==> src/rtl/softex_tail_ctrl_pkg.sv <==
// Shared types for the softmax output tail controller.
package softex_tail_ctrl_pkg;

  localparam int unsigned TAIL_LEN_WIDTH = 32;

  typedef enum logic [1:0] {
    IDLE,
    RUN,
    DRAIN
  } tail_ctrl_state_e;

  // Lets the main controller drive a job request as a single bundle.
  typedef struct packed {
    logic                      start;
    logic [TAIL_LEN_WIDTH-1:0] len;
  } tail_ctrl_t;

endpackage

==> src/rtl/softex_tail_ctrl_if.sv <==
// Valid/ready stream carrying data plus byte strobes.
interface hwpe_stream_intf_stream #(
  parameter int unsigned DATA_WIDTH = 128
);
  import softex_tail_ctrl_pkg::*;

  localparam int unsigned STRB_WIDTH = DATA_WIDTH / 8;

  logic                  valid;
  logic                  ready;
  logic [DATA_WIDTH-1:0] data;
  logic [STRB_WIDTH-1:0] strb;

  modport source (output valid, output data, output strb, input  ready);
  modport sink   (input  valid, input  data, input  strb, output ready);
  modport master (output valid, output data, output strb, input  ready);
  modport slave  (input  valid, input  data, input  strb, output ready);

endinterface

==> src/rtl/softex_lane_mask.sv <==
// Turns the remaining element count into per-lane and per-byte enables.
module softex_lane_mask
  import softex_tail_ctrl_pkg::*;
#(
  parameter int unsigned N_LANES   = 8,
  parameter int unsigned BPL       = 2,
  parameter int unsigned LEN_WIDTH = 32
) (
  input  logic [LEN_WIDTH-1:0]     remaining,
  output logic [N_LANES-1:0]       lane_mask,
  output logic [N_LANES*BPL-1:0]   byte_mask
);

  // Lane i carries a valid element only while more than i elements remain.
  always_comb begin
    lane_mask = '0;
    byte_mask = '0;
    for (int i = 0; i < N_LANES; i++) begin
      lane_mask[i]             = (remaining > LEN_WIDTH'(i));
      byte_mask[i*BPL +: BPL]  = {BPL{remaining > LEN_WIDTH'(i)}};
    end
  end

endmodule

==> src/rtl/softex_tail_ctrl.sv <==
// Output tail stage: counts beats of a job, masks the partial last beat,
// then stops accepting and signals completion.
module softex_tail_ctrl
  import softex_tail_ctrl_pkg::*;
#(
  parameter int unsigned DATA_WIDTH = 128,
  parameter int unsigned ELEM_WIDTH = 16,
  parameter int unsigned LEN_WIDTH  = 32
) (
  input  logic                   clk_i,
  input  logic                   rst_ni,
  input  logic                   clear_i,
  input  logic                   start_i,
  input  logic [LEN_WIDTH-1:0]   len_i,
  output logic                   busy_o,
  output logic                   done_o,
  hwpe_stream_intf_stream.sink   push_i,
  hwpe_stream_intf_stream.source pop_o
);

  localparam int unsigned N_LANES = DATA_WIDTH / ELEM_WIDTH;
  localparam int unsigned STRB_W  = DATA_WIDTH / 8;
  localparam int unsigned BPL     = ELEM_WIDTH / 8;
  localparam logic [LEN_WIDTH-1:0] LEN_N = LEN_WIDTH'(N_LANES);

  tail_ctrl_state_e      state_q, state_d;
  logic [LEN_WIDTH-1:0]  remaining_q;
  logic                  out_valid_q;
  logic [DATA_WIDTH-1:0] out_data_q;
  logic [STRB_W-1:0]     out_strb_q;
  logic                  done_q, done_d;
  logic                  push_ready;
  logic                  push_hs;
  logic                  pop_hs;
  logic                  last_beat;
  logic [N_LANES-1:0]    lane_mask;
  logic [STRB_W-1:0]     byte_mask;
  logic [DATA_WIDTH-1:0] masked_data;

  softex_lane_mask #(
    .N_LANES   (N_LANES),
    .BPL       (BPL),
    .LEN_WIDTH (LEN_WIDTH)
  ) i_lane_mask (
    .remaining (remaining_q),
    .lane_mask (lane_mask),
    .byte_mask (byte_mask)
  );

  assign pop_hs    = out_valid_q & pop_o.ready;
  assign push_hs   = push_i.valid & push_ready;
  assign last_beat = (remaining_q <= LEN_N);

  // Zero the data of lanes that lie beyond the end of the job.
  always_comb begin
    masked_data = '0;
    for (int i = 0; i < N_LANES; i++) begin
      masked_data[i*ELEM_WIDTH +: ELEM_WIDTH] =
        push_i.data[i*ELEM_WIDTH +: ELEM_WIDTH] & {ELEM_WIDTH{lane_mask[i]}};
    end
  end

  // Next-state, input-ready and done decisions; a clear overrides all of them.
  always_comb begin
    state_d    = state_q;
    done_d     = 1'b0;
    push_ready = 1'b0;
    case (state_q)
      IDLE: begin
        if (start_i) begin
          if (len_i != '0) state_d = RUN;
          else             done_d  = 1'b1;
        end
      end
      RUN: begin
        push_ready = !out_valid_q || pop_o.ready;
        if (push_i.valid && push_ready && last_beat) state_d = DRAIN;
      end
      DRAIN: begin
        if (!out_valid_q || pop_hs) begin
          state_d = IDLE;
          done_d  = 1'b1;
        end
      end
      default: state_d = IDLE;
    endcase
    if (clear_i) begin
      state_d    = IDLE;
      done_d     = 1'b0;
      push_ready = 1'b0;
    end
  end

  // State register and the registered completion pulse.
  always_ff @(posedge clk_i or negedge rst_ni) begin
    if (!rst_ni) begin
      state_q <= IDLE;
      done_q  <= 1'b0;
    end else begin
      state_q <= state_d;
      done_q  <= done_d;
    end
  end

  // Elements still owed by the job; saturates at zero on the final beat.
  always_ff @(posedge clk_i or negedge rst_ni) begin
    if (!rst_ni) begin
      remaining_q <= '0;
    end else if (clear_i) begin
      remaining_q <= '0;
    end else if (state_q == IDLE && start_i) begin
      remaining_q <= len_i;
    end else if (push_hs) begin
      remaining_q <= last_beat ? '0 : remaining_q - LEN_N;
    end
  end

  // Single elastic output register; a push in the same cycle as a pop replaces it.
  always_ff @(posedge clk_i or negedge rst_ni) begin
    if (!rst_ni) begin
      out_valid_q <= 1'b0;
      out_data_q  <= '0;
      out_strb_q  <= '0;
    end else if (clear_i) begin
      out_valid_q <= 1'b0;
      out_data_q  <= '0;
      out_strb_q  <= '0;
    end else if (push_hs) begin
      out_valid_q <= 1'b1;
      out_data_q  <= masked_data;
      out_strb_q  <= push_i.strb & byte_mask;
    end else if (pop_hs) begin
      out_valid_q <= 1'b0;
    end
  end

  assign push_i.ready = push_ready;
  assign pop_o.valid  = out_valid_q;
  assign pop_o.data   = out_data_q;
  assign pop_o.strb   = out_strb_q;
  assign busy_o       = (state_q != IDLE);
  assign done_o       = done_q;

endmodule
==> src/flat_wrapper.sv <==
// flat-port wrapper written by rule: the top's interface ports become plain ports
module softex_tail_ctrl_flat import softex_tail_ctrl_pkg::*;
#(
  parameter int unsigned DATA_WIDTH = 128,
  parameter int unsigned ELEM_WIDTH = 16,
  parameter int unsigned LEN_WIDTH  = 32
)
  (clk_i, rst_ni, clear_i, start_i, len_i, busy_o, done_o, push_i_valid, push_i_data, push_i_strb, push_i_ready, pop_o_valid, pop_o_data, pop_o_strb, pop_o_ready);
  hwpe_stream_intf_stream #(.DATA_WIDTH(DATA_WIDTH)) push_i_i ();
  hwpe_stream_intf_stream #(.DATA_WIDTH(DATA_WIDTH)) pop_o_i ();
  input  logic clk_i;
  input  logic rst_ni;
  input  logic clear_i;
  input  logic start_i;
  input  logic [LEN_WIDTH-1:0] len_i;
  output logic busy_o;
  output logic done_o;
  input wire logic [$bits(push_i_i.valid)-1:0] push_i_valid;
  input wire logic [$bits(push_i_i.data)-1:0] push_i_data;
  input wire logic [$bits(push_i_i.strb)-1:0] push_i_strb;
  output wire logic [$bits(push_i_i.ready)-1:0] push_i_ready;
  output wire logic [$bits(pop_o_i.valid)-1:0] pop_o_valid;
  output wire logic [$bits(pop_o_i.data)-1:0] pop_o_data;
  output wire logic [$bits(pop_o_i.strb)-1:0] pop_o_strb;
  input wire logic [$bits(pop_o_i.ready)-1:0] pop_o_ready;
  assign push_i_i.valid = push_i_valid;
  assign push_i_i.data = push_i_data;
  assign push_i_i.strb = push_i_strb;
  assign push_i_ready = push_i_i.ready;
  assign pop_o_valid = pop_o_i.valid;
  assign pop_o_data = pop_o_i.data;
  assign pop_o_strb = pop_o_i.strb;
  assign pop_o_i.ready = pop_o_ready;
  softex_tail_ctrl #(.DATA_WIDTH(DATA_WIDTH), .ELEM_WIDTH(ELEM_WIDTH), .LEN_WIDTH(LEN_WIDTH)) u_core (.clk_i(clk_i), .rst_ni(rst_ni), .clear_i(clear_i), .start_i(start_i), .len_i(len_i), .busy_o(busy_o), .done_o(done_o), .push_i(push_i_i), .pop_o(pop_o_i));
endmodule
==> config.mk <==
export PLATFORM = sky130hd
export DESIGN_NAME = softex_tail_ctrl_flat
export DESIGN_NICKNAME = d
export VERILOG_FILES = /design/src/rtl/softex_tail_ctrl_pkg.sv /design/src/rtl/softex_tail_ctrl_if.sv /design/src/rtl/softex_lane_mask.sv /design/src/rtl/softex_tail_ctrl.sv /design/src/flat_wrapper.sv
export SDC_FILE = /design/constraint.sdc
export NUM_CORES = 1
export LEC_CHECK = 0
export BUFFER_PORTS_ARGS = -buffer_cell sky130_fd_sc_hd__buf_4
export CORE_MARGIN = 10
export CORE_UTILIZATION = 50
export CTS_BUF_LIST = sky130_fd_sc_hd__clkbuf_2
export CTS_CLUSTER_SIZE = 30
export DETAILED_ROUTE_END_ITERATION = 10
export PLACE_DENSITY_LB_ADDON = 0.1
export SLEW_MARGIN = 20
export SYNTH_ARGS = -nofsm -noshare
export SYNTH_HDL_FRONTEND = slang
export SYNTH_SLANG_ARGS = --single-unit
==> constraint.sdc <==
create_clock -name clk_i -period 7.04 [get_ports clk_i]
set_input_delay 2.112 -clock clk_i [delete_from_list [all_inputs] [get_ports clk_i]]
set_output_delay 2.112 -clock clk_i [all_outputs]
set_load 0.03 [all_outputs]
==> key figures, run 1 <==
Timing
  • Final Cycle Share: a little under three quarters
  • Slew headroom: roughly 36%
  • Fin. max-slew vios: 0
  • Setup violators final: 0
  • RSZ-0062 raised after global routing: false
  • Setup TNS: 0 ns
  • Clock Skew: 0.0362 ns
  • Hold Vio Cnt, Final: 0
  • Tightest Pin Transition: 0.958 ns
  • Minimum clock period: between 5 and 6 ns
  • Max Fclk: between 150 and 200 MHz

GRT
  • GRT Overall Usage: 25.6%
  • Routing usage on met1: 32.0%
  • Met2 usage: 42.2%
  • Antenna violations before repair: 1
  • Via count of the first global-routing pass: 6808
  • Top Usage Layer GRT: met2
  • GR Util met3: around 8.0%
  • Global route overflow: 0
  • First-pass GRT wire length: about 41000 um
  • Largest net degree at the start of global routing: 75

Power
  • Comb pwr share: roughly 22%
  • Sw power: 700 uW
  • Peak VDD IR: 0.136 mV
  • Sequential fraction of design power: around half
  • Pwr/cell area: 218 mW/mm^2
  • Clk pwr share: 27.6%
  • Sw Share: between 30% and 40%
  • Power Internal: ~1600 uW
  • Static Leak: 0.00530 uW

Final layout
  • Layout cell share with drive strength beyond 1: 41.7%
  • Layout Cells excl Fill: approximately 1100
  • Final nets: roughly 1100
  • Area grow syn2layout: 40.0%
  • Fill cells: about 1100

Status
  • Outcome: finished, final reports clean

Logic synthesis
  • Number of synthesized flops with an enable pin: 0
  • Fraction of registers with async set/reset: 100%
  • #FFs+latches synth: between 150 and 200
  • Sequential fraction of the synthesis area: between 60% and 70%
  • Synthesized area per cell: between 10 and 15 um^2
  • Synthesized area: 0.00739 mm^2
  • Synth top area cells: dfrtp_1 (61%), a22o_1 (18%), a221o_1 (2.4%)
  • Syn_nets: around 770
  • Main synth FF type: dfrtp_1
  • Synth unique cells: 50
  • Cells after Synth: just under 600
  • Leading area contributor after synthesis: dfrtp_1
  • Ys Warns: 0
  • Post-synth top area share: around 60%

Clock tree
  • Clk buf depth: 2
  • CTS tree: done
  • Hold-fix buffers at CTS: 0
  • CTS buffer count: 17
  • Clock transition at path regs: 0.21 ns
  • Root buf cell: clkbuf_2
  • Htree depth: 4
  • Post-cts sizing count: 0
  • Post-CTS Setup Inserts: 0
  • Clock Sinks: 180
  • Worst-skew pair later-pin latency: slightly above 0.7 ns

Detailed routing
  • Vias per cell: 6.13
  • Initial drt markers: between 500 and 600
  • Avg WL per Cell: 24.3 um
  • DR vias: a little under 7000
  • Drt first pass iters: 6
  • Aggregate routed wire length: between 20000 and 30000 um
  • Antenna viol nets, final: 0
  • Residual DRC: 0

Floorplan
  • Die Ht: between 100 and 150 um
  • Starting Density: 50.9%
  • CORE AREA: 0.0145 mm^2
  • Core Rows: between 40 and 50
  • Die area: approximately 0.02 mm^2
  • Die W: approximately 140 um
  • Io pins: 330

Critical path
  • Setup crit end kind: output port
  • CP Launch Type: input pin
  • Worst Path Max Fanout: 9
  • WS Path Type: input pin to output port
  • Worst Path Arrival: just under 3 ns
  • Slowest cell on crit path: nand2b_1
  • Largest stage delay on the critical path: between 0.2 and 0.3 ns
  • Worst EP required: between 4 and 5 ns
  • Cell repeated most along the worst path: buf_4
  • Worst-path cell chain: buf_4 -> nand2b_1 -> and3_1 -> buf_4

Place
  • Routability congestion estimate: 0.867
  • Cells after DPL: 1072
  • Post-DP HPWL: 20300 um
  • PortBufs: between 300 and 400

Job
  • Maxcap violations: 0

Min path
  • Hold crit path type: flip-flop to flip-flop
-- worst paths after layout --
| path | from | to | slack (ns) | cells past startpoint |
|---|---|---|---|---|
| setup / recovery | pop_o_ready | push_i_ready | 1.98 | 4 |
| hold / removal | u_core.pop_o.data[1] | u_core.pop_o.data[1] | 0.53 | 1 |
| setup reg to reg | u_core.remaining_q[21] | u_core.pop_o.strb[9] | 3.83 | 5 |
| hold reg to reg | u_core.pop_o.data[1] | u_core.pop_o.data[1] | 0.53 | 1 |
| max in group asynchronous | rst_ni | u_core.remaining_q[21] | 4.49 | 2 |
| min in group asynchronous | rst_ni | u_core.remaining_q[25] | 1.23 | 1 |
-- per-stage QoR --
| stage | cell area [um^2] | power, uW | util [%] | setup slack [ns] | hold slack (ns) |
|---|---|---|---|---|---|
| global route | 10300 | 2360 | 71.2 | 1.92 | 0.555 |
| CTS | 10300 | 2270 | 71.2 | 1.98 | 0.544 |
| global placement | 10000 | 1630 | 68.9 | 2.01 | 0.489 |
| finish | 10300 | 2260 | 71.2 | 1.98 | 0.534 |
| floorplan | 7390 | 1410 | - | 2.15 | 0.483 |
| detailed placement | 10000 | 1650 | 69.1 | 1.98 | 0.492 |
-- logic make-up (layout without fill, tap and decap cells) --
logic type | after synthesis | after routing | share of synthesized area [%]
flip-flops | 180 | 180 | 60.9
multiplexers | 1 | 1 | 0.135
other | 0 | 1 | 0
adder cells (fa/ha/maj) | 2 | 2 | 0.339
buffers and inverters | 49 | 379 | 2.71
AND/OR/NAND/NOR | 124 | 124 | 9.62
AO/OA/AOI/OAI | 234 | 234 | 26.3
-- power groups by stage --
stage / registers, uW / clock network [uW] / logic, uW
2_1_floorplan: 1220 / 0 / 190
3_3_place_gp: 1150 / 0 / 479
3_5_place_dp: 1160 / 0 / 491
4_1_cts: 1140 / 634 / 493
5_1_grt: 1150 / 678 / 528
6_report: 1140 / 623 / 493
-- worst max-delay path: cells and delay by family --
family	cells	cell delay [ns]
and+or+nand+nor	2	0.55
buffers and inverters	2	0.28
-- flip-flops by register name, indices dropped and copies added (netlist names) --
signal	flops
u_core.done_o	1
u_core.pop_o.data	128
u_core.pop_o.strb	16
u_core.pop_o.valid	1
u_core.remaining_q	32
u_core.state_q	2
-- Yosys cell counts (2+ instances only) --
library cell	instances
a21o_1	2
or4_1	3
or2_2	5
and3_1	2
nor4_1	21
o21bai_1	2
nand2_1	14
nand2b_1	3
and4_1	2
inv_1	7
o311ai_0	2
buf_2	7
buf_1	7
a22o_1	148
buf_4	2
clkbuf_1	26
o41a_1	2
nor2_1	17
nor4b_1	3
dfrtp_1	180
a221o_1	18
nand4_1	8
o211ai_1	3
a22oi_1	4
o21ai_0	18
nor3_1	19
o21ai_1	12
a41oi_1	3
a21oi_1	10
ha_1	2
nor3b_1	7
nand3_1	4
or3_1	10
-- metal layers --
layer / wire [um] / vias to the layer above
met1: 10500 / 3425
met3: 2480 / 31
li1: - / 2972
met4: 629 / 0
met5: 0 / -
met2: 13300 / 349
-- cell type report --
type	instances	area [um^2]	share of cell area [%]
multi-input cells	361	2710	26.2
inverters	7	26.3	0.254
clock buffers	17	85.1	0.823
diodes	1	2.50	0.0242
repair buffers	340	2580	24.9
flip-flops and latches	180	4500	43.5
clock inverters	15	210	2.03
well taps	184	230	2.23
-- placed cells by master (no fill, tap or decap), drive strengths merged, types with 3 or more instances in the layout --
master / instances
a41oi: 3
clkbuf: 17
nor2: 17
nor3b: 7
nand4: 8
a22oi: 4
dfrtp: 180
nand2b: 3
a221o: 18
nor3: 20
nor4: 22
or4: 3
clkinv: 7
bufinv: 5
buf: 340
o211ai: 3
nor4b: 3
nand3: 4
a21oi: 10
or3: 10
or2: 5
inv: 8
o21ai: 30
nand2: 14
a22o: 148
(Power assumes the default switching activity.)
==> run 2: changes to the inputs <==
--- a/config.mk
+++ b/config.mk
@@ -7,7 +7,7 @@
 export LEC_CHECK = 0
 export BUFFER_PORTS_ARGS = -buffer_cell sky130_fd_sc_hd__buf_4
 export CORE_MARGIN = 10
-export CORE_UTILIZATION = 50
+export CORE_UTILIZATION = 44
 export CTS_BUF_LIST = sky130_fd_sc_hd__clkbuf_2
 export CTS_CLUSTER_SIZE = 30
 export DETAILED_ROUTE_END_ITERATION = 10
==> constraint.sdc (replaced) <==
create_clock -name clk_i -period 4.2 [get_ports clk_i]
set_input_delay 1.26 -clock clk_i [delete_from_list [all_inputs] [get_ports clk_i]]
set_output_delay 1.26 -clock clk_i [all_outputs]
set_load 0.03 [all_outputs]
==> key figures, run 2 (synthesis results as in run 1) <==
Final layout
  • Area grow syn2layout: 40.2% (was 40.0%)
  • Fin util: 62.7% (was 71.2%)
  • Most frequent cells in the layout: buf_4 (340), dfrtp_1 (180), a22o_1 (148) (was buf_4 (338), dfrtp_1 (180), a22o_1 (148))
  • Commonest non-fill, non-tap cell in the layout: buf_4 (unchanged)
  • Fill cells: 1329 (was 1105)
  • Layout cell share with drive strength beyond 1: 42.0% (was 41.7%)
  • Final nets: 1095 (was 1091)
  • Final instance area: 0.0104 mm^2 (was 0.0103 mm^2)
  • Max reg flops: 128 (unchanged)

Detailed routing
  • Initial drt markers: 509 (was 522)
  • Residual DRC: 0 (unchanged)
  • DR vias: 6710 (was 6777)
  • Vias per cell: 5.86 (was 6.13)
  • Drt first pass iters: 5 (was 6)
  • Antenna viol nets, final: 0 (unchanged)
  • Avg WL per Cell: 23.1 um (was 24.3 um)
  • Aggregate routed wire length: 26500 um (was 26800 um)

Clock tree
  • Clk buf depth: 2 (unchanged)
  • Post-cts sizing count: 0 (unchanged)
  • Root buf cell: clkbuf_2 (unchanged)
  • Clock Sinks: 180 (unchanged)
  • Post-CTS Setup Inserts: 0 (unchanged)
  • CTS buffer count: 17 (unchanged)
  • Clock transition at path regs: 0.26 ns (was 0.21 ns)
  • CTS tree: done (unchanged)
  • Hold-fix buffers at CTS: 0 (unchanged)
  • Htree depth: 4 (unchanged)
  • Worst-skew pair later-pin latency: 0.75 ns (was 0.72 ns)

GRT
  • Via count of the first global-routing pass: 6815 (was 6808)
  • Largest net degree at the start of global routing: 103 (was 75)
  • GRT Overall Usage: 22.7% (was 25.6%)
  • First-pass GRT wire length: 40000 um (was 40600 um)
  • Antenna violations before repair: 2 (was 1)
  • Global route overflow: 0 (unchanged)

Timing
  • Max Fclk: 287 MHz
  • Tightest Pin Transition: 1.13 ns (was 0.958 ns)
  • Setup TNS: 0 ns (unchanged)
  • Slew headroom: 24.3% (was 36.2%)
  • RSZ-0062 raised after global routing: false (unchanged)
  • Clock Skew: 0.0405 ns (was 0.0362 ns)
  • Fin. max-slew vios: 0 (unchanged)
  • Setup violators final: 0 (unchanged)
  • Minimum clock period: about 3.5 ns
  • Worst setup margin: 0.719 ns (was 1.98 ns)
  • Hold Vio Cnt, Final: 0 (unchanged)
  • Final Cycle Share: 82.9%

Critical path
  • Worst EP required: 4.84 ns (was 4.93 ns)
  • Setup crit end kind: flip-flop (was output port)
  • WS Path Type: flip-flop to flip-flop (was input pin to output port)
  • CP Launch Type: flip-flop (was input pin)
  • Worst Path Arrival: 4.12 ns (was 2.94 ns)
  • Worst Path Max Fanout: 25 (was 9)

Place
  • PortBufs: 329 (unchanged)
  • Post-DP HPWL: 20100 um (was 20300 um)
  • Placed inst area: 0.0101 mm^2 (was 0.0100 mm^2)
  • Pre-CTS setup slack: 0.731 ns (was 1.98 ns)
  • Routability congestion estimate: 0.856 (was 0.867)

Power
  • Static Leak: 0.00529 uW (was 0.00530 uW)
  • Power Internal: 2400 uW (was 1560 uW)
  • Total Power: 3590 uW (was 2260 uW)
  • Pwr/cell area: 347 mW/mm^2 (was 218 mW/mm^2)
  • Sequential fraction of design power: 53.2% (was 50.6%)
  • Clk pwr share: 23.6% (was 27.6%)
  • Comb pwr share: 23.2% (was 21.8%)
  • Sw power: 1190 uW (was 700 uW)
  • Peak VDD IR: 0.164 mV (was 0.136 mV)
  • Sw Share: 33.2% (was 31.0%)

Floorplan
  • Die area: 0.0224 mm^2 (was 0.0200 mm^2)
  • Die W: 150 um (was 142 um)
  • Starting Density: 44.7% (was 50.9%)
  • Io pins: 330 (unchanged)
  • Die Ht: 150 um (was 142 um)
  • Core Rows: 47 (was 44)
  • CORE AREA: 0.0165 mm^2 (was 0.0145 mm^2)

Job
  • Maxcap violations: 0 (unchanged)

Min path
  • Hold crit path type: input pin to async pin (was flip-flop to flip-flop)

Status
  • Outcome: finished, final reports clean (unchanged)
[run 2: changes by cell type in the layout (fill, tap and decap cells not counted), moves of 2 or more]
| cell | delta |
|---|---|
| bufinv_16 | -4 |
| buf_12 | +3 |
| clkinv_2 | -3 |
| clkinv_4 | +3 |
| buf_4 | +2 |
| clkbuf_2 | +2 |
[run 2: path summary, 6_finish.rpt]
check | depth (start not counted) | start | slack [ns] | endpoint
max in group asynchronous | 2 | rst_ni | 2.91 | u_core.pop_o.data[6]
min in group clk_i | 1 | u_core.pop_o.data[92] | 0.54 | u_core.pop_o.data[92]
hold reg to reg | 1 | u_core.pop_o.data[92] | 0.54 | u_core.pop_o.data[92]
setup / recovery | 6 | u_core.remaining_q[6] | 0.72 | u_core.remaining_q[14]
hold / removal | 1 | rst_ni | 0.41 | u_core.pop_o.data[49]
setup reg to reg | 6 | u_core.remaining_q[6] | 0.72 | u_core.remaining_q[14]
[run 2: worst max-delay path, stage by stage (launching register included)]
cell and delay, ns:
dfrtp_1 0.51, nor4_1 0.66, o21ai_0 0.35, o41ai_4 0.97
buf_4 0.42, o21ai_0 0.15, a221o_1 0.34
[run 2: final cells by class]
cell class,instances,area [um^2],area share [%]
sequential,180,4500,43.5
multi-input combinational,361,2710,26.1
timing repair buffer,344,2620,25.3
tap,220,275,2.66
clock inverter,13,125,1.21
clock buffer,19,95.1,0.918
inverter,7,26.3,0.254
antenna,2,5.00,0.0483
[run 2: power by group through the flow]
| stage | sequential [uW] | combinational (uW) | clock, uW |
|---|---|---|---|
| global route | 1930 | 900 | 946 |
| finish | 1910 | 833 | 847 |
| floorplan | 2050 | 318 | 0 |
| global placement | 1940 | 818 | 0 |
| CTS | 1910 | 836 | 870 |
| detailed placement | 1940 | 832 | 0 |
[run 2: metal layers]
metal	global-route usage [%]	up-vias	routed length (um)
met1	27.8	3344	10100
met3	8.45	31	2750
met2	36.8	354	13100
met4	6.13	0	460
met5	0	-	0
li1	-	2981	-
[run 2: through the flow]
stage	std cells	hold slack (ns)
final	1146	0.406
after floorplan	590	0.483
after global routing	1146	0.327
after global placement	1112	0.491
after detailed placement	1112	0.492
after CTS	1144	0.338
